**src/rtl/spi_ms_sched.sv**
```systemverilog
// spi_ms_sched: round-robin scheduler that shares one spi_ms master core among
// NREQ byte-transfer requesters. It programs the core SFRs, selects the slave,
// polls SPIF with a timeout, and hands the received byte back to the winner.
module spi_ms_sched #(
  parameter int NREQ    = 4,
  parameter int TIMEOUT = 4096,
  parameter int GAP     = 10
) (
  input  logic              clk,
  input  logic              rst,
  input  logic [NREQ-1:0]   req,
  input  logic [2*NREQ-1:0] req_mode,
  input  logic [6*NREQ-1:0] req_br,
  input  logic [3*NREQ-1:0] req_ss,
  input  logic [8*NREQ-1:0] req_tx,
  output logic [NREQ-1:0]   gnt,
  output logic [NREQ-1:0]   done,
  output logic [7:0]        rx_data,
  output logic              err,
  output logic              busy,
  output logic [1:0]        sfraddr_w,
  output logic              sfrwe,
  output logic [7:0]        spidata_o,
  output logic [2:0]        sfraddr_r,
  input  logic [7:0]        sfr_data_i,
  output logic [7:0]        spssn_o
);
  localparam int PW = $clog2(NREQ);
  localparam int CW = $clog2(TIMEOUT);
  localparam int GW = $clog2(GAP + 1);
  localparam logic [CW-1:0] WAIT_LAST = CW'(TIMEOUT - 1);
  localparam logic [GW-1:0] GAP_LAST  = GW'(GAP - 1);

  typedef enum logic [3:0] {
    S_IDLE, S_CFG0, S_CFG1, S_CFG2, S_LOAD, S_SEL, S_WAIT, S_READ, S_ABORT, S_DESEL
  } state_t;

  // Control register image: SPE and MSTR set, clock mode in bits 3:2.
  function automatic logic [7:0] ctrl_byte(input logic [1:0] mode);
    return {4'b0101, mode, 2'b00};
  endfunction

  // Baud register image: prescale in bits 6:4, divider in bits 2:0.
  function automatic logic [7:0] baud_byte(input logic [5:0] br);
    return {1'b0, br[5:3], 1'b0, br[2:0]};
  endfunction

  state_t          state_r, state_s;
  logic            phase_r, phase_s;
  logic [CW-1:0]   wait_cnt_r, wait_cnt_s;
  logic [GW-1:0]   gap_cnt_r, gap_cnt_s;
  logic [PW-1:0]   ptr_r, ptr_s, idx_r, idx_s;
  logic [1:0]      mode_r, mode_s, cache_mode_r, cache_mode_s;
  logic [5:0]      br_r, br_s, cache_br_r, cache_br_s;
  logic [2:0]      ss_r, ss_s;
  logic [7:0]      tx_r, tx_s;
  logic            cache_valid_r, cache_valid_s;
  logic [NREQ-1:0] gnt_s, done_s;
  logic [7:0]      rx_data_s, spidata_s, spssn_s;
  logic            err_s, busy_s, sfrwe_s;
  logic [1:0]      sfraddr_w_s;
  logic [2:0]      sfraddr_r_s;

  logic [1:0]      mode_a [NREQ];
  logic [5:0]      br_a   [NREQ];
  logic [2:0]      ss_a   [NREQ];
  logic [7:0]      tx_a   [NREQ];
  logic            win_found_s, take_s;
  logic [PW-1:0]   win_idx_s, cand_s;

  for (genvar g = 0; g < NREQ; g++) begin : g_unpack
    assign mode_a[g] = req_mode[2*g +: 2];
    assign br_a[g]   = req_br[6*g +: 6];
    assign ss_a[g]   = req_ss[3*g +: 3];
    assign tx_a[g]   = req_tx[8*g +: 8];
  end

  // Round-robin pick: first requesting index at or after the pointer, wrapping.
  always_comb begin
    win_found_s = 1'b0;
    win_idx_s   = '0;
    cand_s      = '0;
    take_s      = 1'b0;
    for (int i = 0; i < NREQ; i++) begin
      cand_s      = PW'((int'(ptr_r) + i) % NREQ);
      take_s      = req[cand_s] & ~win_found_s;
      win_idx_s   = take_s ? cand_s : win_idx_s;
      win_found_s = win_found_s | take_s;
    end
  end

  // Next-state and next-output logic; every output is registered below.
  always_comb begin
    state_s       = state_r;
    phase_s       = phase_r;
    wait_cnt_s    = wait_cnt_r;
    gap_cnt_s     = gap_cnt_r;
    ptr_s         = ptr_r;
    idx_s         = idx_r;
    mode_s        = mode_r;
    br_s          = br_r;
    ss_s          = ss_r;
    tx_s          = tx_r;
    cache_valid_s = cache_valid_r;
    cache_mode_s  = cache_mode_r;
    cache_br_s    = cache_br_r;
    gnt_s         = '0;
    done_s        = '0;
    err_s         = 1'b0;
    rx_data_s     = rx_data;
    sfrwe_s       = 1'b0;
    sfraddr_w_s   = sfraddr_w;
    spidata_s     = spidata_o;
    sfraddr_r_s   = 3'b101;
    spssn_s       = spssn_o;
    case (state_r)
      S_IDLE: begin
        if (win_found_s) begin
          gnt_s   = {{(NREQ-1){1'b0}}, 1'b1} << win_idx_s;
          idx_s   = win_idx_s;
          ptr_s   = (win_idx_s == PW'(NREQ - 1)) ? '0 : win_idx_s + 1'b1;
          mode_s  = mode_a[win_idx_s];
          br_s    = br_a[win_idx_s];
          ss_s    = ss_a[win_idx_s];
          tx_s    = tx_a[win_idx_s];
          phase_s = 1'b0;
          sfrwe_s = 1'b1;
          if (cache_valid_r && (cache_mode_r == mode_a[win_idx_s]) &&
              (cache_br_r == br_a[win_idx_s])) begin
            state_s     = S_LOAD;
            sfraddr_w_s = 2'd3;
            spidata_s   = tx_a[win_idx_s];
          end else begin
            state_s     = S_CFG0;
            sfraddr_w_s = 2'd0;
            spidata_s   = ctrl_byte(mode_a[win_idx_s]);
          end
        end else begin
          state_s = S_IDLE;
        end
      end
      S_CFG0, S_CFG1, S_CFG2, S_LOAD, S_ABORT: begin
        // Each write slot is two cycles; phase 1 selects the next slot.
        if (!phase_r) begin
          phase_s = 1'b1;
          sfrwe_s = 1'b1;
        end else begin
          phase_s = 1'b0;
          case (state_r)
            S_CFG0: begin
              state_s = S_CFG1; sfrwe_s = 1'b1; sfraddr_w_s = 2'd1; spidata_s = 8'h01;
            end
            S_CFG1: begin
              state_s = S_CFG2; sfrwe_s = 1'b1; sfraddr_w_s = 2'd2; spidata_s = baud_byte(br_r);
            end
            S_CFG2: begin
              state_s       = S_LOAD;
              sfrwe_s       = 1'b1;
              sfraddr_w_s   = 2'd3;
              spidata_s     = tx_r;
              cache_valid_s = 1'b1;
              cache_mode_s  = mode_r;
              cache_br_s    = br_r;
            end
            S_LOAD: begin
              state_s = S_SEL;
              spssn_s = ~(8'h01 << ss_r);
            end
            default: begin
              state_s   = S_DESEL;
              rx_data_s = 8'h00;
              err_s     = 1'b1;
              done_s    = {{(NREQ-1){1'b0}}, 1'b1} << idx_r;
              spssn_s   = 8'hff;
              gap_cnt_s = '0;
            end
          endcase
        end
      end
      S_SEL: begin
        state_s    = S_WAIT;
        wait_cnt_s = '0;
      end
      S_WAIT: begin
        if (sfr_data_i[7]) begin
          state_s     = S_READ;
          phase_s     = 1'b0;
          sfraddr_r_s = 3'b011;
        end else if (wait_cnt_r == WAIT_LAST) begin
          state_s       = S_ABORT;
          phase_s       = 1'b0;
          sfrwe_s       = 1'b1;
          sfraddr_w_s   = 2'd0;
          spidata_s     = 8'h00;
          cache_valid_s = 1'b0;
        end else begin
          wait_cnt_s = (wait_cnt_r == {CW{1'b1}}) ? wait_cnt_r : wait_cnt_r + 1'b1;
        end
      end
      S_READ: begin
        // Data register is sampled on the second read cycle.
        if (!phase_r) begin
          phase_s     = 1'b1;
          sfraddr_r_s = 3'b011;
        end else begin
          state_s   = S_DESEL;
          rx_data_s = sfr_data_i;
          done_s    = {{(NREQ-1){1'b0}}, 1'b1} << idx_r;
          spssn_s   = 8'hff;
          gap_cnt_s = '0;
        end
      end
      S_DESEL: begin
        if (gap_cnt_r == GAP_LAST) begin
          state_s = S_IDLE;
        end else begin
          gap_cnt_s = gap_cnt_r + 1'b1;
        end
      end
      default: begin
        state_s = S_IDLE;
        spssn_s = 8'hff;
      end
    endcase
    busy_s = (state_s != S_IDLE);
  end

  // State, captured request, config cache and output registers.
  always_ff @(posedge clk) begin
    if (rst) begin
      state_r       <= S_IDLE;
      phase_r       <= 1'b0;
      wait_cnt_r    <= '0;
      gap_cnt_r     <= '0;
      ptr_r         <= '0;
      idx_r         <= '0;
      mode_r        <= 2'b00;
      br_r          <= 6'd0;
      ss_r          <= 3'd0;
      tx_r          <= 8'h00;
      cache_valid_r <= 1'b0;
      cache_mode_r  <= 2'b00;
      cache_br_r    <= 6'd0;
      gnt           <= '0;
      done          <= '0;
      rx_data       <= 8'h00;
      err           <= 1'b0;
      busy          <= 1'b0;
      sfrwe         <= 1'b0;
      sfraddr_w     <= 2'd0;
      spidata_o     <= 8'h00;
      sfraddr_r     <= 3'b101;
      spssn_o       <= 8'hff;
    end else begin
      state_r       <= state_s;
      phase_r       <= phase_s;
      wait_cnt_r    <= wait_cnt_s;
      gap_cnt_r     <= gap_cnt_s;
      ptr_r         <= ptr_s;
      idx_r         <= idx_s;
      mode_r        <= mode_s;
      br_r          <= br_s;
      ss_r          <= ss_s;
      tx_r          <= tx_s;
      cache_valid_r <= cache_valid_s;
      cache_mode_r  <= cache_mode_s;
      cache_br_r    <= cache_br_s;
      gnt           <= gnt_s;
      done          <= done_s;
      rx_data       <= rx_data_s;
      err           <= err_s;
      busy          <= busy_s;
      sfrwe         <= sfrwe_s;
      sfraddr_w     <= sfraddr_w_s;
      spidata_o     <= spidata_s;
      sfraddr_r     <= sfraddr_r_s;
      spssn_o       <= spssn_s;
    end
  end
endmodule

```
**config.mk**
```make
export PLATFORM = sky130hd
export DESIGN_NAME = spi_ms_sched
export DESIGN_NICKNAME = d
export VERILOG_FILES = /design/src/rtl/spi_ms_sched.sv
export SDC_FILE = /design/constraint.sdc
export NUM_CORES = 1
export LEC_CHECK = 0
export BUFFER_PORTS_ARGS = -buffer_cell sky130_fd_sc_hd__buf_2
export CORE_MARGIN = 10
export CORE_UTILIZATION = 45
export DETAILED_ROUTE_END_ITERATION = 8
export PLACE_DENSITY = 0.8
export SLEW_MARGIN = 15
export SYNTH_ARGS = -nofsm -noshare
export SYNTH_HDL_FRONTEND = slang
export SYNTH_SLANG_ARGS = --single-unit
```
**constraint.sdc**
```tcl
create_clock -name clk -period 4.4 [get_ports clk]
set_input_delay 0.22 -clock clk [delete_from_list [all_inputs] [get_ports clk]]
set_output_delay 0.22 -clock clk [all_outputs]
set_load 0.02 [all_outputs]
```
**Yosys cells after proc, flatten, opt, wreduce, memory -nomap -nowiden**

Index checks and enable logic that the tools add are counted.
Widths: inputs -> output; s select.

- Add/sub/neg operators: 6
- Order comparisons: 5
- Equality and inequality tests: 26
- Shift-type cells: 3
- Muxes and demuxes: 87
- Bitwise gates (word level): 16
- Reductions and logical operators: 25

Operator list:

| kind | count |
|---|---|
| $mux 8 | 12 |
| $pmux 8 s3 | 3 |
| $mux 4 | 13 |
| $pmux 8 s2 | 2 |
| $mux 12 | 2 |
| $mux 2 | 12 |
| $pmux 12 s2 | 1 |
| $pmux 4 s6 | 1 |
| $ne 2x2->1 const B | 10 |
| $mux 1 | 17 |
| $bmux 8 s2 | 1 |
| $eq 4x3->1 const B | 4 |
| $pmux 4 s4 | 1 |
| $mux 3 | 5 |
| $add 12x1->12 const B | 1 |
| $bmux 6 s2 | 1 |
| $eq 12x12->1 const B | 1 |
| $eq 4x4->1 const B | 3 |
| $lt 2x3->1 const B | 4 |
| $mux 6 | 2 |
| $pmux 2 s3 | 2 |
| $pmux 4 s3 | 1 |
| $reduce_and 5->1 | 2 |
| $reduce_and 3->1 | 3 |
| other kinds (37) | 64 |

- Flip-flop bits (word level): 93
- Input bits: 90
- Output and inout bits: 40
- Logic and storage cells: 191

**Longest topological paths before layout**

- Word-level depth: 22
- Depth in mapped cells: 14

**Worst setup path after synthesis**

OpenSTA, ideal clock, no wires.

- Path type: input port to flip-flop
- Start point: in req[0]
- End point: reg spidata_o[0]
- Library setup time: 74 ps
- Arrival: 2865 ps
- Path slack: 1461 ps
- Stages on the path: 13
- Buffers on the path: 4
- Cell sequence: nor2b_2 > buf_6 > or4b_4 > buf_6 > buf_12 > a21bo_1 > a32oi_2 > xnor2_1 > nand3_1 > or3_1 > buf_2 > or3_1 > a31oi_1

- Longest elaborated chain between the ends: 21
- Elaborated cells between the ends (all ways): 40
- Those cells by class: eq/ne: 3; mux: 24; bitwise: 10; reduce/logical: 3

Ends and longest elaborated chain:

| item | line | source |
|---|---|---|
| start, declared | 11 | `input logic [NREQ-1:0] req,` |
| $bmux 1 s2 | 86 | `take_s = req[cand_s] & ~win_found_s;` |
| $mux 1 (implied by the code) | 86 |  |
| $not 1->1 | 86 |  |
| $and 1x1->1 | 86 |  |
| $or 1x1->1 | 88 | `win_found_s = win_found_s \| take_s;` |
| $not 1->1 | 86 |  |
| $and 1x1->1 | 86 |  |
| $or 1x1->1 | 88 |  |
| [3 not listed] | n/a |  |
| $not 2->3 (implied by the code) | 128, 129, 132 |  |
| $bmux 2 s2 | 128 | `if (cache_valid_r && (cache_mode_r == mode_a[win_idx_s]) &&` |
| $mux 2 (implied by the code) (2 in a row) | 128 |  |
| $eq 2x2->1 | 128 |  |
| $logic_and 1x1->1 (2 in a row) | 128 |  |
| $mux 8 | 128 |  |
| $mux 8 | 118 | `if (win_found_s) begin` |
| $pmux 8 s3 | 116 | `case (state_r)` |
| end signal, assigned | 275 | `spidata_o <= spidata_s;` |
| end, declared | 23 | `output logic [7:0] spidata_o,` |

Several ways; a longest one is shown, not always the timed one. The select of a mux whose other input is x is not followed.
A chain may end at the register's enable or synchronous reset.

**Worst setup path after layout**

- Start point: reg ptr_r[1]
- End point: reg spidata_o[0]

- Longest elaborated chain between the ends: 21
- Elaborated cells between the ends (all ways): 43
- Those cells by class: add/sub: 3; eq/ne: 3; mux: 24; bitwise: 10; reduce/logical: 3

Ends and longest elaborated chain:

| item | line | source |
|---|---|---|
| start, declared | 52 | `logic [PW-1:0] ptr_r, ptr_s, idx_r, idx_s;` |
| start signal, assigned | 259 | `ptr_r <= ptr_s;` |
| $add 2x1->2 / $bmux 1 s2 (equally long branches) | 85, 86 |  |
| $bmux 1 s2 / $mux 1 (equally long branches) | 86 |  |
| $mux 1 (implied by the code) / $not 1->1 (equally long branches) | 86 |  |
| $and 1x1->1 | 86 |  |
| $or 1x1->1 | 88 |  |
| $not 1->1 | 86 |  |
| $and 1x1->1 | 86 |  |
| $or 1x1->1 | 88 |  |
| [3 not listed] | n/a |  |
| $not 2->3 (implied by the code) | 128, 129, 132 |  |
| $bmux 2 s2 | 128 |  |
| $mux 2 (implied by the code) (2 in a row) | 128 |  |
| $eq 2x2->1 | 128 |  |
| $logic_and 1x1->1 (2 in a row) | 128 |  |
| $mux 8 | 128 |  |
| $mux 8 | 118 |  |
| $pmux 8 s3 | 116 |  |

Several ways; a longest one is shown, not always the timed one. The select of a mux whose other input is x is not followed.

==> impl_metrics.json <==
{
  "ant_nets": 0,
  "hp-start": "sfr_data_i[5]",
  "worst_path_most_repeated_cell": "or3_1",
  "cp-end-kind": "register",
  "fin_crit_sh": 0.8139,
  "syn_nets": 765,
  "power_leakage_uw": 0.002568,
  "rows": 38,
  "drtIter0Drc": 382,
  "yosysUniqueCellTypes": 62,
  "fin_ws_ns": 0.8187,
  "rsz0062_at_grt": "false",
  "min_path_type": "in -> reg",
  "hpwl_um": 10940,
  "synth_compound_area_frac": 0.1960,
  "synth_edf_count": 0,
  "skew_ns": 0.007485,
  "place_congestion": 0.8668,
  "r2r_start": "ptr_r[1]",
  "synthSimpleGateAreaFrac": 0.3078,
  "core_area_um2": 11030,
  "setup_viol_count_final": 0,
  "antenna_cells": 0,
  "port-buffer-count": 128,
  "die_area_um2": 16090,
  "cap_violations": 0,
  "power.density_nw_per_um2": 374.1,
  "timing_worst_setup_path_type": "reg -> reg",
  "tns_ns": 0,
  "multi_input_area_um2": 3017,
  "synth_adder_area_share": 0.007305,
  "wire_per_inst_um": 16.29,
  "worstPathMaxFanout": 26,
  "dr.pass1.iters": 5,
  "register_area_um2": 1842,
  "cts_tree": "built",
  "final_nets": 855,
  "start_util": 0.4659,
  "synth_mux_area_frac": 0.03604,
  "n_fill_cell": 1067,
  "startpoint": "ptr_r[1]",
  "ys_ff_latch": 92,
  "timing_hold_violations_final": 0,
  "cts.sinks": 92,
  "grt_pass1_vias": 4741,
  "post-cts-setup-buffer-count": 0,
  "synth_area_per_cell_um2": 7.647,
  "period_needed_ns": 3.581,
  "drive_above_1_share": 0.2245,
  "power.total_uw": 2269,
  "cp_data_arrival_time_ns": 3.84,
  "dieWidth_um": 126.9,
  "die_height_um": 126.9,
  "wirelength_um": 14760,
  "synth_top_family_by_area": "simple AND/OR/NAND/NOR gates",
  "ys_warn_count": 0,
  "critPathMaxStageDelay_ns": 1.04,
  "place_ws_ns": 0.8534,
  "path_clk_slew_ns": 0.06,
  "area_growth_syn_to_layout_pct": 18.07,
  "seq_area_frac_synth": 0.3584,
  "synth-xor-area-share": 0.03725,
  "slew_viol_final": 0,
  "critPathSlowestCell": "or4_1",
  "drt-vias-per-instance": 5.656,
  "antenna_found_initial": 0,
  "ir_worst_vdd_mv": 0.1945,
  "postCtsHoldBufs": 0,
  "timing.critical_path.cells": "or4_1 > a21bo_1 > a32oi_1 > xnor2_1 > nand4_1 > or3_1 > or3_1 > a31oi_1",
  "root_buffer": "clkbuf_16",
  "status": "finished clean",
  "worst_pin_slew_ns": 1.044,
  "numCtsBuffers": 9,
  "pin_count": 130,
  "insertion_delay_ns": 0.33,
  "cp-start-kind": "register",
  "overflow": 0,
  "syn-cell-area_um2": 5139,
  "relSlewSlack": 0.3032,
  "cp.required_ns": 4.66,
  "fmax_ghz": 0.2792,
  "postCtsResizedCells": 0,
  "clockBufferDepth": 2,
  "grt_use_total": 0.1750,
  "htreeDepth": 3,
  "ys.flop_type": "dfxtp_1",
  "synth_cells": 672,
  "grt_max_degree": 51,
  "synthArstFlopShare": 0,
  "grt_pass1_wl_um": 23790,
  "drc": 0,
  "vias": 5124
}
==> per-layer routing <==
metal  up-vias  GRT usage  wire [µm]
met5         -          0          0
met4         0    0.05291        224
met3        15    0.03998       1016
met2       214     0.2691       6647
met1      2327     0.2371       6867
li1       2568          -          -
==> cells by family after synthesis <==
kind of cell,count (synthesis)
AOI/OAI and AO/OA,148
xor gates and xnor gates,21
adders and majority gates,3
buffers and inverters,63
DFF,92
muxes,18
other,1
and+or+nand+nor,326
==> synthesized netlist by cell type (9+ instances only) <==
master	number	share of area
a21oi_1	43	0.042
xor2_1	10	0.017
a221oi_1	10	0.017
a31oi_1	14	0.017
nor3_1	12	0.012
clkbuf_1	36	0.026
nor2_1	59	0.043
nor4_1	16	0.019
mux2i_1	14	0.027
nand2_1	125	0.091
dfxtp_1	92	0.36
nand3_1	41	0.040
nor3b_1	9	0.013
inv_1	10	0.0073
o21ai_0	29	0.028
xnor2_1	10	0.017
nand4_1	10	0.012
==> flip-flops by register name (all words and copies together), names as in the netlist, 3 cells and up <==
| signal | flops |
|---|---|
| br_r | 6 |
| cache_br_r | 6 |
| done | 4 |
| gap_cnt_r | 4 |
| gnt | 4 |
| rx_data | 8 |
| spidata_o | 8 |
| spssn_o | 8 |
| ss_r | 3 |
| state_r | 4 |
| tx_r | 8 |
| wait_cnt_r | 12 |
==> through the flow <==
step | util | area, µm² | hold WS (ns) | instances
final | 0.5500 | 6067 | 0.1366 | 906
after global routing | 0.5500 | 6067 | 0.1391 | 906
after CTS | 0.5496 | 6062 | 0.1274 | 906
after detailed placement | 0.5201 | 5737 | 0.4484 | 891
after global placement | 0.5201 | 5737 | 0.4417 | 891
after floorplan | - | 5139 | 0.3826 | 672
==> final timing paths <==
kind | depth (start not counted) | to | slack (ns)
max | 8 | spidata_o[0] | 0.82
min | 3 | rx_data[5] | 0.14
max reg2reg | 8 | spidata_o[0] | 0.82
min reg2reg | 2 | mode_r[0] | 0.45
==> report_power, final <==
group | internal [µW] | switching (µW)
sequential | 882 | 49.3
clock | 524 | 302
combinational | 193 | 319
==> cell type report <==
cell class              count  area share
well taps                 140     0.02887
clock inverters             4     0.01196
multi-input cells         517      0.4972
repair buffers            132      0.1105
inverters                  10    0.006187
flip-flops and latches     92      0.3036
clock buffers              11     0.04166
==> layout by cell type, fill, tap and decap left out, drive strengths merged, types with 11 or more instances in the layout <==
cell / count
nand3: 49
nand2: 125
nor2: 60
a31oi: 14
clkbuf: 11
buf: 132
dfxtp: 92
nor3: 12
nor4: 16
a21oi: 43
mux2i: 14
o21ai: 33
xnor2: 11
==> critical path: cells and delay by family, from the launching register on <==
kind | cells | cell delay [ns]
AO/OA/AOI/OAI | 3 | 0.80
flip-flops | 1 | 0.50
XOR/XNOR | 1 | 0.19
AND/OR/NAND/NOR | 4 | 2.01
Note: power is estimated with default switching activity, not from simulation.
